File: config.mk
export PLATFORM = sky130hd
export DESIGN_NAME = regex_split_pc_buffer
export DESIGN_NICKNAME = d
export VERILOG_FILES = /design/src/rtl/instruction_package.sv /design/src/rtl/regex_pc_fifo.sv /design/src/rtl/regex_split_pc_buffer.sv
export SDC_FILE = /design/constraint.sdc
export NUM_CORES = 1
export LEC_CHECK = 0
export ABC_AREA = 1
export BUFFER_PORTS_ARGS = -buffer_cell sky130_fd_sc_hd__buf_2
export CORE_ASPECT_RATIO = 2
export CORE_UTILIZATION = 40
export CTS_BUF_LIST = sky130_fd_sc_hd__clkbuf_2
export CTS_CLUSTER_DIAMETER = 50
export DETAILED_ROUTE_END_ITERATION = 16
export SYNTH_ARGS = -nofsm -noshare
export SYNTH_HDL_FRONTEND = slang
export SYNTH_HIERARCHICAL = 1
export SYNTH_SLANG_ARGS = --single-unit
File: constraint.sdc
create_clock -name clk -period 4.8 [get_ports clk]
set_input_delay 0.48 -clock clk [delete_from_list [all_inputs] [get_ports clk]]
set_output_delay 0.48 -clock clk [all_outputs]
set_load 0.005 [all_outputs]
File: src/rtl/instruction_package.sv
// Shared definitions for the regex CPU datapath: the program-counter type and
// the channel-count helper used by the PC work queue.
package instruction_package;

    localparam int PC_WIDTH   = 9;
    localparam int CC_ID_BITS = 2;
    localparam int N_CH       = 2 ** CC_ID_BITS;

    typedef logic [PC_WIDTH-1:0] pc_t;

endpackage

File: src/rtl/regex_pc_fifo.sv
// Single-channel circular PC FIFO: accepts zero, one or two PCs per cycle,
// pops one, and clears instantly on flush.
module regex_pc_fifo #(
    parameter int PC_WIDTH   = 9,
    parameter int DEPTH_LOG2 = 2
) (
    input  logic                  clk,
    input  logic                  rst_n,
    input  logic [1:0]            push_count,
    input  logic [PC_WIDTH-1:0]   push_pc0,
    input  logic [PC_WIDTH-1:0]   push_pc1,
    input  logic                  pop,
    input  logic                  flush,
    output logic [PC_WIDTH-1:0]   head,
    output logic [DEPTH_LOG2:0]   count
);

    localparam int D  = 2 ** DEPTH_LOG2;
    localparam int CW = DEPTH_LOG2 + 1;

    logic [PC_WIDTH-1:0]   mem [D];
    logic [DEPTH_LOG2-1:0] wr_ptr;
    logic [DEPTH_LOG2-1:0] rd_ptr;
    logic [DEPTH_LOG2-1:0] wr_ptr_plus1;

    assign wr_ptr_plus1 = wr_ptr + DEPTH_LOG2'(1);
    assign head         = mem[rd_ptr];

    // Flush takes priority over any simultaneous push or pop on this channel.
    always_ff @(posedge clk or negedge rst_n) begin
        if (!rst_n) begin
            wr_ptr <= '0;
            rd_ptr <= '0;
            count  <= '0;
        end else if (flush) begin
            wr_ptr <= '0;
            rd_ptr <= '0;
            count  <= '0;
        end else begin
            wr_ptr <= wr_ptr + DEPTH_LOG2'(push_count);
            if (pop) begin
                rd_ptr <= rd_ptr + DEPTH_LOG2'(1);
            end
            count <= count + CW'(push_count) - CW'(pop);
        end
    end

    // pc0 lands in the older slot so it is popped before pc1.
    always_ff @(posedge clk) begin
        if (!flush) begin
            if (push_count != 2'd0) begin
                mem[wr_ptr] <= push_pc0;
            end
            if (push_count == 2'd2) begin
                mem[wr_ptr_plus1] <= push_pc1;
            end
        end
    end

endmodule

File: src/rtl/regex_split_pc_buffer.sv
// Multi-channel PC work queue: one FIFO per character channel, a round-robin
// arbiter and a single output register feeding the regex CPUs.
module regex_split_pc_buffer #(
    parameter int PC_WIDTH              = 9,
    parameter int CC_ID_BITS            = 2,
    parameter int FIFO_WIDTH_POWER_OF_2 = 2,
    localparam int N_CH                 = 2 ** CC_ID_BITS
) (
    input  logic                  clk,
    input  logic                  rst_n,
    input  logic                  in_valid,
    input  logic [CC_ID_BITS-1:0] in_cc_id,
    input  logic [PC_WIDTH-1:0]   in_pc0,
    input  logic                  in_pc1_valid,
    input  logic [PC_WIDTH-1:0]   in_pc1,
    output logic                  in_ready,
    input  logic [N_CH-1:0]       flush,
    output logic                  out_valid,
    output logic [CC_ID_BITS-1:0] out_cc_id,
    output logic [PC_WIDTH-1:0]   out_pc,
    input  logic                  out_ready,
    output logic [N_CH-1:0]       channel_pending,
    output logic                  running
);

    import instruction_package::*;

    localparam int D  = 2 ** FIFO_WIDTH_POWER_OF_2;
    localparam int CW = FIFO_WIDTH_POWER_OF_2 + 1;

    logic [CW-1:0]         count [N_CH];
    logic [PC_WIDTH-1:0]   head [N_CH];
    logic [1:0]            push_count [N_CH];
    logic [N_CH-1:0]       nonempty;
    logic [N_CH-1:0]       eligible;
    logic [N_CH-1:0]       pop;
    logic [1:0]            need;
    logic [CW-1:0]         free_slots;
    logic                  accept;
    logic                  load;
    logic                  grant_found;
    logic [CC_ID_BITS-1:0] grant_id;
    logic [CC_ID_BITS-1:0] scan_id;
    logic [CC_ID_BITS-1:0] rr_ptr;

    // Identical SPLIT targets collapse into a single entry.
    assign need       = (in_pc1_valid && (in_pc1 != in_pc0)) ? 2'd2 : 2'd1;
    assign free_slots = CW'(D) - count[in_cc_id];
    assign in_ready   = rst_n & ~flush[in_cc_id] & (free_slots >= CW'(need));
    assign accept     = in_valid & in_ready;
    assign load       = ~out_valid | out_ready;
    assign eligible   = nonempty & ~flush;

    generate
        for (genvar g = 0; g < N_CH; g++) begin : g_ch
            assign nonempty[g]   = (count[g] != '0);
            assign push_count[g] = (accept && (in_cc_id == CC_ID_BITS'(g))) ? need : 2'd0;
            assign pop[g]        = load & grant_found & (grant_id == CC_ID_BITS'(g));
            assign channel_pending[g] = nonempty[g] |
                                        (out_valid & (out_cc_id == CC_ID_BITS'(g)));

            regex_pc_fifo #(
                .PC_WIDTH   (PC_WIDTH),
                .DEPTH_LOG2 (FIFO_WIDTH_POWER_OF_2)
            ) u_fifo (
                .clk        (clk),
                .rst_n      (rst_n),
                .push_count (push_count[g]),
                .push_pc0   (in_pc0),
                .push_pc1   (in_pc1),
                .pop        (pop[g]),
                .flush      (flush[g]),
                .head       (head[g]),
                .count      (count[g])
            );
        end
    endgenerate

    assign running = |channel_pending;

    // First eligible channel at or after the pointer; flushed channels are skipped.
    always_comb begin
        grant_found = 1'b0;
        grant_id    = '0;
        scan_id     = '0;
        for (int k = 0; k < N_CH; k++) begin
            scan_id = rr_ptr + CC_ID_BITS'(k);
            if (!grant_found && eligible[scan_id]) begin
                grant_found = 1'b1;
                grant_id    = scan_id;
            end
        end
    end

    always_ff @(posedge clk or negedge rst_n) begin
        if (!rst_n) begin
            out_valid <= 1'b0;
            out_pc    <= '0;
            out_cc_id <= '0;
            rr_ptr    <= '0;
        end else if (load) begin
            out_valid <= grant_found;
            if (grant_found) begin
                out_pc    <= head[grant_id];
                out_cc_id <= grant_id;
                rr_ptr    <= grant_id + CC_ID_BITS'(1);
            end
        end
    end

endmodule

# Yosys cells after proc, flatten, opt, wreduce, memory -nomap -nowiden
# Memories as Yosys holds them, arrays and structs flattened.
# Cells that the tools add are included.
# W data, S select, Z words.
[classes] n_eq_ne=14 reduce_logical=28 n_lt_le_gt_ge=8 addsub=25 n_bitwise=23 n_mux=69
[ops] op="$mux W2" count=21
[ops] op="$mux W1" count=33
[ops] op="$add A2 B1 Y2 const B" count=10
[ops] op="$eq A2 B2 Y1 const B" count=10
[ops] op="$bmux W9 S2" count=1
[ops] op="$mux W3" count=6
[ops] op="$mux W9" count=2
[ops] op="$reduce_bool A2 Y1" count=8
[ops] op="$lt A2 B3 Y1 const B" count=5
[ops] op="$add A3 B2 Y3" count=4
[ops] op="$and A1 B1 Y1" count=12
[ops] op="$reduce_bool A3 Y1" count=4
[ops] op="$sub A3 B1 Y3" count=4
[ops] op="$bmux W1 S2" count=5
[ops] op="$ne A9 B9 Y1" count=1
[ops] op="$add A2 B2 Y2" count=4
[ops] op="$logic_and A1 B1 Y1" count=8
[ops] op="$bmux W3 S2" count=1
[ops] op="$eq A2 B1 Y1 const B" count=3
[ops] op="$ge A3 B3 Y1 const B" count=2
[ops] op="$logic_not A2 Y1" count=3
[ops] op="$not A2 Y3" count=2
[ops] op="$or A1 B1 Y1" count=5
[ops] op="$add A2 B2 Y2 const B" count=2
[ops] op="other kinds (8)" count=11
[word_totals] wordCells=187 mem_count=4 output_inout_bits=18 ram_bits=144 ff_bits=42
[memory_table] memory="g_ch[0].u_fifo.mem" depth=4 width=9 read_ports=1 rd_clocked_by_memory_dff=0 write_ports=2 line_no="regex_pc_fifo.sv:21" source="logic [PC_WIDTH-1:0] mem [D];"
[memory_table] memory="g_ch[1].u_fifo.mem" depth=4 width=9 read_ports=1 rd_clocked_by_memory_dff=0 write_ports=2 line_no="regex_pc_fifo.sv:21"
[memory_table] memory="g_ch[2].u_fifo.mem" depth=4 width=9 read_ports=1 rd_clocked_by_memory_dff=0 write_ports=2 line_no="regex_pc_fifo.sv:21"
[memory_table] memory="g_ch[3].u_fifo.mem" depth=4 width=9 read_ports=1 rd_clocked_by_memory_dff=0 write_ports=2 line_no="regex_pc_fifo.sv:21"

# Logic depth before layout (Yosys ltp)
[depth] depth_word=18 mapped_depth=24 depth_no_buf=24

# Modules after synthesis
# The synthesis kept the hierarchy.
[modules_own_cells] module="regex_pc_fifo at g_ch[0].u_fifo ..." seq_area_each_um2=1256.2 n_inst=2 area_per_inst_um2=2517.4 cells_each=288
[modules_own_cells] module="regex_pc_fifo at g_ch[2].u_fifo ..." seq_area_each_um2=1256.2 n_inst=2 area_per_inst_um2=2408.6 cells_each=284
[modules_own_cells] module="regex_split_pc_buffer" seq_area_each_um2=350.3 n_inst=1 area_per_inst_um2=1800.5 cells_each=286

# Least setup slack after synthesis
# No wires, ideal clock.
[synth_path] kind="in2reg" from="in in_cc_id[0]" to="reg g_ch[2].u_fifo.count[2]" path_slack_ns=1.058 t_arrival_ns=3.623 cell_stages=22 n_path_buf=0 required_time_ns=4.681 cell_sequence="inv_1 -> nand2_1 -> inv_1 -> a221oi_1 -> ha_1 -> ha_1 -> o21ai_0 -> nand3b_1 -> nand2_1 -> nor2_1 -> nand2_1 -> nor2_1 -> clkinv_1 -> ha_1 -> inv_1 -> ha_1 -> inv_1 -> fa_1 -> inv_1 -> nand3_1 -> nand2_1 -> nor2_1"
[synth_rtl] element="from (decl)" line_no="regex_split_pc_buffer.sv:12" source="input logic [CC_ID_BITS-1:0] in_cc_id,"
[synth_rtl] element="to (signal assigned)" line_no="regex_pc_fifo.sv:44" source="count <= count + CW'(push_count) - CW'(pop);"
[synth_rtl] element="to (decl)" line_no="regex_pc_fifo.sv:15" source="output logic [DEPTH_LOG2:0] count"

==> metrics.cfg <==
[status]
status = finished, final reports clean

[synth]
synth.distinct_cells = 44
netlist_area_sq_mm = 0.0117
synth_xor_area_share_pct = 0.891
synthAdderAreaFrac_pct = 3.16
synthArstFlopShare_pct = 22.6
synth_compound_area_share_pct = 8.62
ys_warn_count = 6
synth_top_family_by_area = simple AND/OR/NAND/NOR gates
yosys.area_share.simple_pct = 30.8
synth.avg_cell_area_sq_um = 8.15
synth_top_area_cell = edfxtp_1
synth_edf_count = 144
syn_nets = 1486
yosys_most_used_dff = edfxtp_1
yosysTopAreaCellShare_pct = 37.1
ys_ff_latch = 186
muxShareOfSynthArea_pct = 0
yosysSeqAreaShare_pct = 46.1
syn_inst = 1430
yosys-top-cells-area = edfxtp_1, nand2_1, dfrtp_1, inv_1, nand3_1

[critical_path]
end_kind = register
r2r-end = g_ch[2].u_fifo/mem[2][7]
cp_max_fo = 9
arrival_ps = 4790
required_ps = 5260
crit_type = reg -> reg
startpoint_type = register
worstReg2RegStart = g_ch[0].u_fifo/count[0]
rrSetupSlack_ps = 460
reg2reg_depth = 13

[timing]
hold_violations = 0
max-slew-margin-rel_pct = 18.0
finalSetupViolations = 0
fmax_mhz = 230
finClkSkew_ps = 65.2
post-route-period-util_pct = 90.4
slew_viol_final = 0
rsz0062_at_grt = false
tightest_slew_ps = 1220
fin_crit_ps = 4340
fin_tns_setup_ps = 0

[floorplan]
rows = 88
core_area_sq_mm = 0.0287
pin_count = 47
dieWidth_microns = 123
start_util_pct = 40.5
die_h_microns = 243
dieArea_sq_mm = 0.0299

[drt]
drtIter0Drc = 770
viasPerCell = 5.45
drc = 0
drt_wl_total_mm = 35.9
drt_pass1_iterations = 5
wl_per_cell_microns = 19.4
vias = 10104
antenna_left = 0

[placed_design]
hpwl_mm = 25.8
gp_congestion = 0.893
portBuffers = 46

[grt]
grt_remaining_overflow = 0
antenna_found_initial = 1
grt_usage_pct = 25.2
grt_max_degree = 43
grt_pass1_vias = 9719
grt_pass1_wl_mm = 55.6

[cts]
clock_path_buffers = 2
postCtsSetupBuffers = 0
cts_buffers = 17
htree_levels = 4
cts-resized-gates = 0
cts_tree = yes
cts.reportedPaths.clkPinSlew_ps = 330
insertion_delay_ps = 860
cts_num_sinks = 186
clockRootBuffer = clkbuf_2
ctsHoldBuffers = 13

[min_path]
whs_endpoint = g_ch[0].u_fifo/mem[1][7]
worstHoldPathType = in -> reg
worstHoldPathCells = 3
min_from = in_pc0[7]

[pwr]
p_per_area_mw_per_mm2 = 423
p_total_uw = 5320
vdd_drop_max_mv = 0.305
leakagePower_uw = 0.00570

[final_layout]
nets = 1537
fillers = 2879
final_layout_size_suffix_gt1_share_pct = 12.5
area_growth_pct = 7.74

[run]
drv_cap = 0

## layer usage
metal,track usage [%],up-vias,wire length [microns]
met4,14.6,0,2110
met1,28.0,4759,13200
met5,0,-,0
li1,-,4866,-
met2,44.6,378,19000
met3,3.56,101,1720
## sequential cells by signal (all words and copies together) (netlist names)
name / cells
g_ch.u_fifo/rd_ptr: 8
out_cc_id: 2
g_ch.u_fifo/wr_ptr: 8
g_ch.u_fifo/count: 12
g_ch.u_fifo/mem: 144
out_pc: 9
out_valid: 1
rr_ptr: 2
## final cells by class
type                       instances  area [sq um]  share of cell area [%]
clock inverter                    15           130                    1.04
tap                              360           450                    3.59
multi-input combinational        976          5080                    40.5
inverter                         202           761                    6.06
antenna                            1          2.50                  0.0199
timing repair buffer              98           666                    5.30
sequential                       186          5380                    42.8
clock buffer                      17          85.1                   0.678
## critical path, cell delays in order (launching register included)
cell      delay [ps]
dfrtp_1          440
inv_1            150
o21ai_0          120
a221oi_1         330
ha_1             310
ha_1             270
o21ai_0           80
nand3b_1          90
nand2_1           70
nor2_1           220
nand2_1          120
nor2_1           420
o21ai_0          350
o21ai_0         1030
## layout by cell type (no fill, tap or decap), drive strengths merged
| cell | count |
|---|---|
| a2111oi | 2 |
| a21oi | 50 |
| a221oi | 2 |
| a22oi | 1 |
| a31o | 2 |
| buf | 85 |
| clkbuf | 17 |
| clkinv | 12 |
| clkinvlp | 1 |
| dfrtp | 42 |
| diode | 1 |
| dlygate4sd3 | 13 |
| edfxtp | 144 |
| fa | 4 |
| ha | 23 |
| inv | 204 |
| nand2 | 473 |
| nand3 | 133 |
| nand3b | 1 |
| nand4 | 84 |
| nor2 | 69 |
| nor4 | 1 |
| o211ai | 41 |
| o21ai | 67 |
| o21bai | 2 |
| o221ai | 1 |
| o2bb2ai | 1 |
| or2 | 7 |
| or4 | 1 |
| xnor2 | 5 |
| xor2 | 6 |
## report_power, final
part	internal, uW	switching (uW)	leakage, uW
sequential	1870	261	0.00184
clock	160	614	0.000136
combinational	815	1600	0.00372
## worst max path at each step
| stage | start | to | cells after the start |
|---|---|---|---|
| finish | g_ch[0].u_fifo/count[0] | g_ch[2].u_fifo/mem[2][7] | 13 |
| global route | g_ch[0].u_fifo/count[0] | g_ch[2].u_fifo/mem[3][5] | 13 |
| CTS | g_ch[0].u_fifo/count[0] | g_ch[2].u_fifo/mem[2][7] | 13 |
| detailed placement | in_pc1[8] | g_ch[2].u_fifo/mem[2][8] | 14 |
| global placement | in_pc1[8] | g_ch[2].u_fifo/mem[1][3] | 14 |
| floorplan | in_cc_id[0] | g_ch[2].u_fifo/count[2] | 22 |
## cell families after synthesis
family	count (synthesis)
DFF	186
adders and majority gates	27
and+or+nand+nor	769
AOI/OAI and AO/OA	169
xor gates and xnor gates	11
buffers and inverters	268
## cell usage after synthesis, types with 2 or more instances
cell type	n
xnor2_1	4
buf_4	8
nor2_2	5
nand3_1	113
buf_6	17
nand3_4	10
clkbuf_1	8
or2_0	3
dfrtp_1	42
or2_2	4
nand2_2	4
clkinv_1	4
o21bai_1	2
nor2_1	55
a31o_2	2
a2111oi_0	2
nand2_4	3
o21ai_1	4
nand4_1	83
o211ai_1	41
inv_1	181
buf_2	33
o21ai_2	2
edfxtp_1	144
inv_2	15
a221oi_1	2
clkinv_2	2
o21ai_0	60
ha_1	23
fa_1	4
xor2_1	6
nand2_1	466
a21oi_1	50
nand3_2	10
nor2_4	9
## per-stage QoR
step / hold slack [ps] / instance area [sq um] / std cells / utilization (%) / setup slack, ps
6_report: 156 / 12600 / 1855 / 43.7 / 461
5_1_grt: 89.7 / 12600 / 1855 / 43.7 / 230
4_1_cts: 70.0 / 12600 / 1854 / 43.7 / 559
3_5_place_dp: 475 / 12200 / 1809 / 42.5 / 183
3_3_place_gp: 466 / 12200 / 1809 / 42.5 / 327
2_1_floorplan: 184 / 11700 / 1430 / - / 1060
Power figures use the tool's default switching activity.
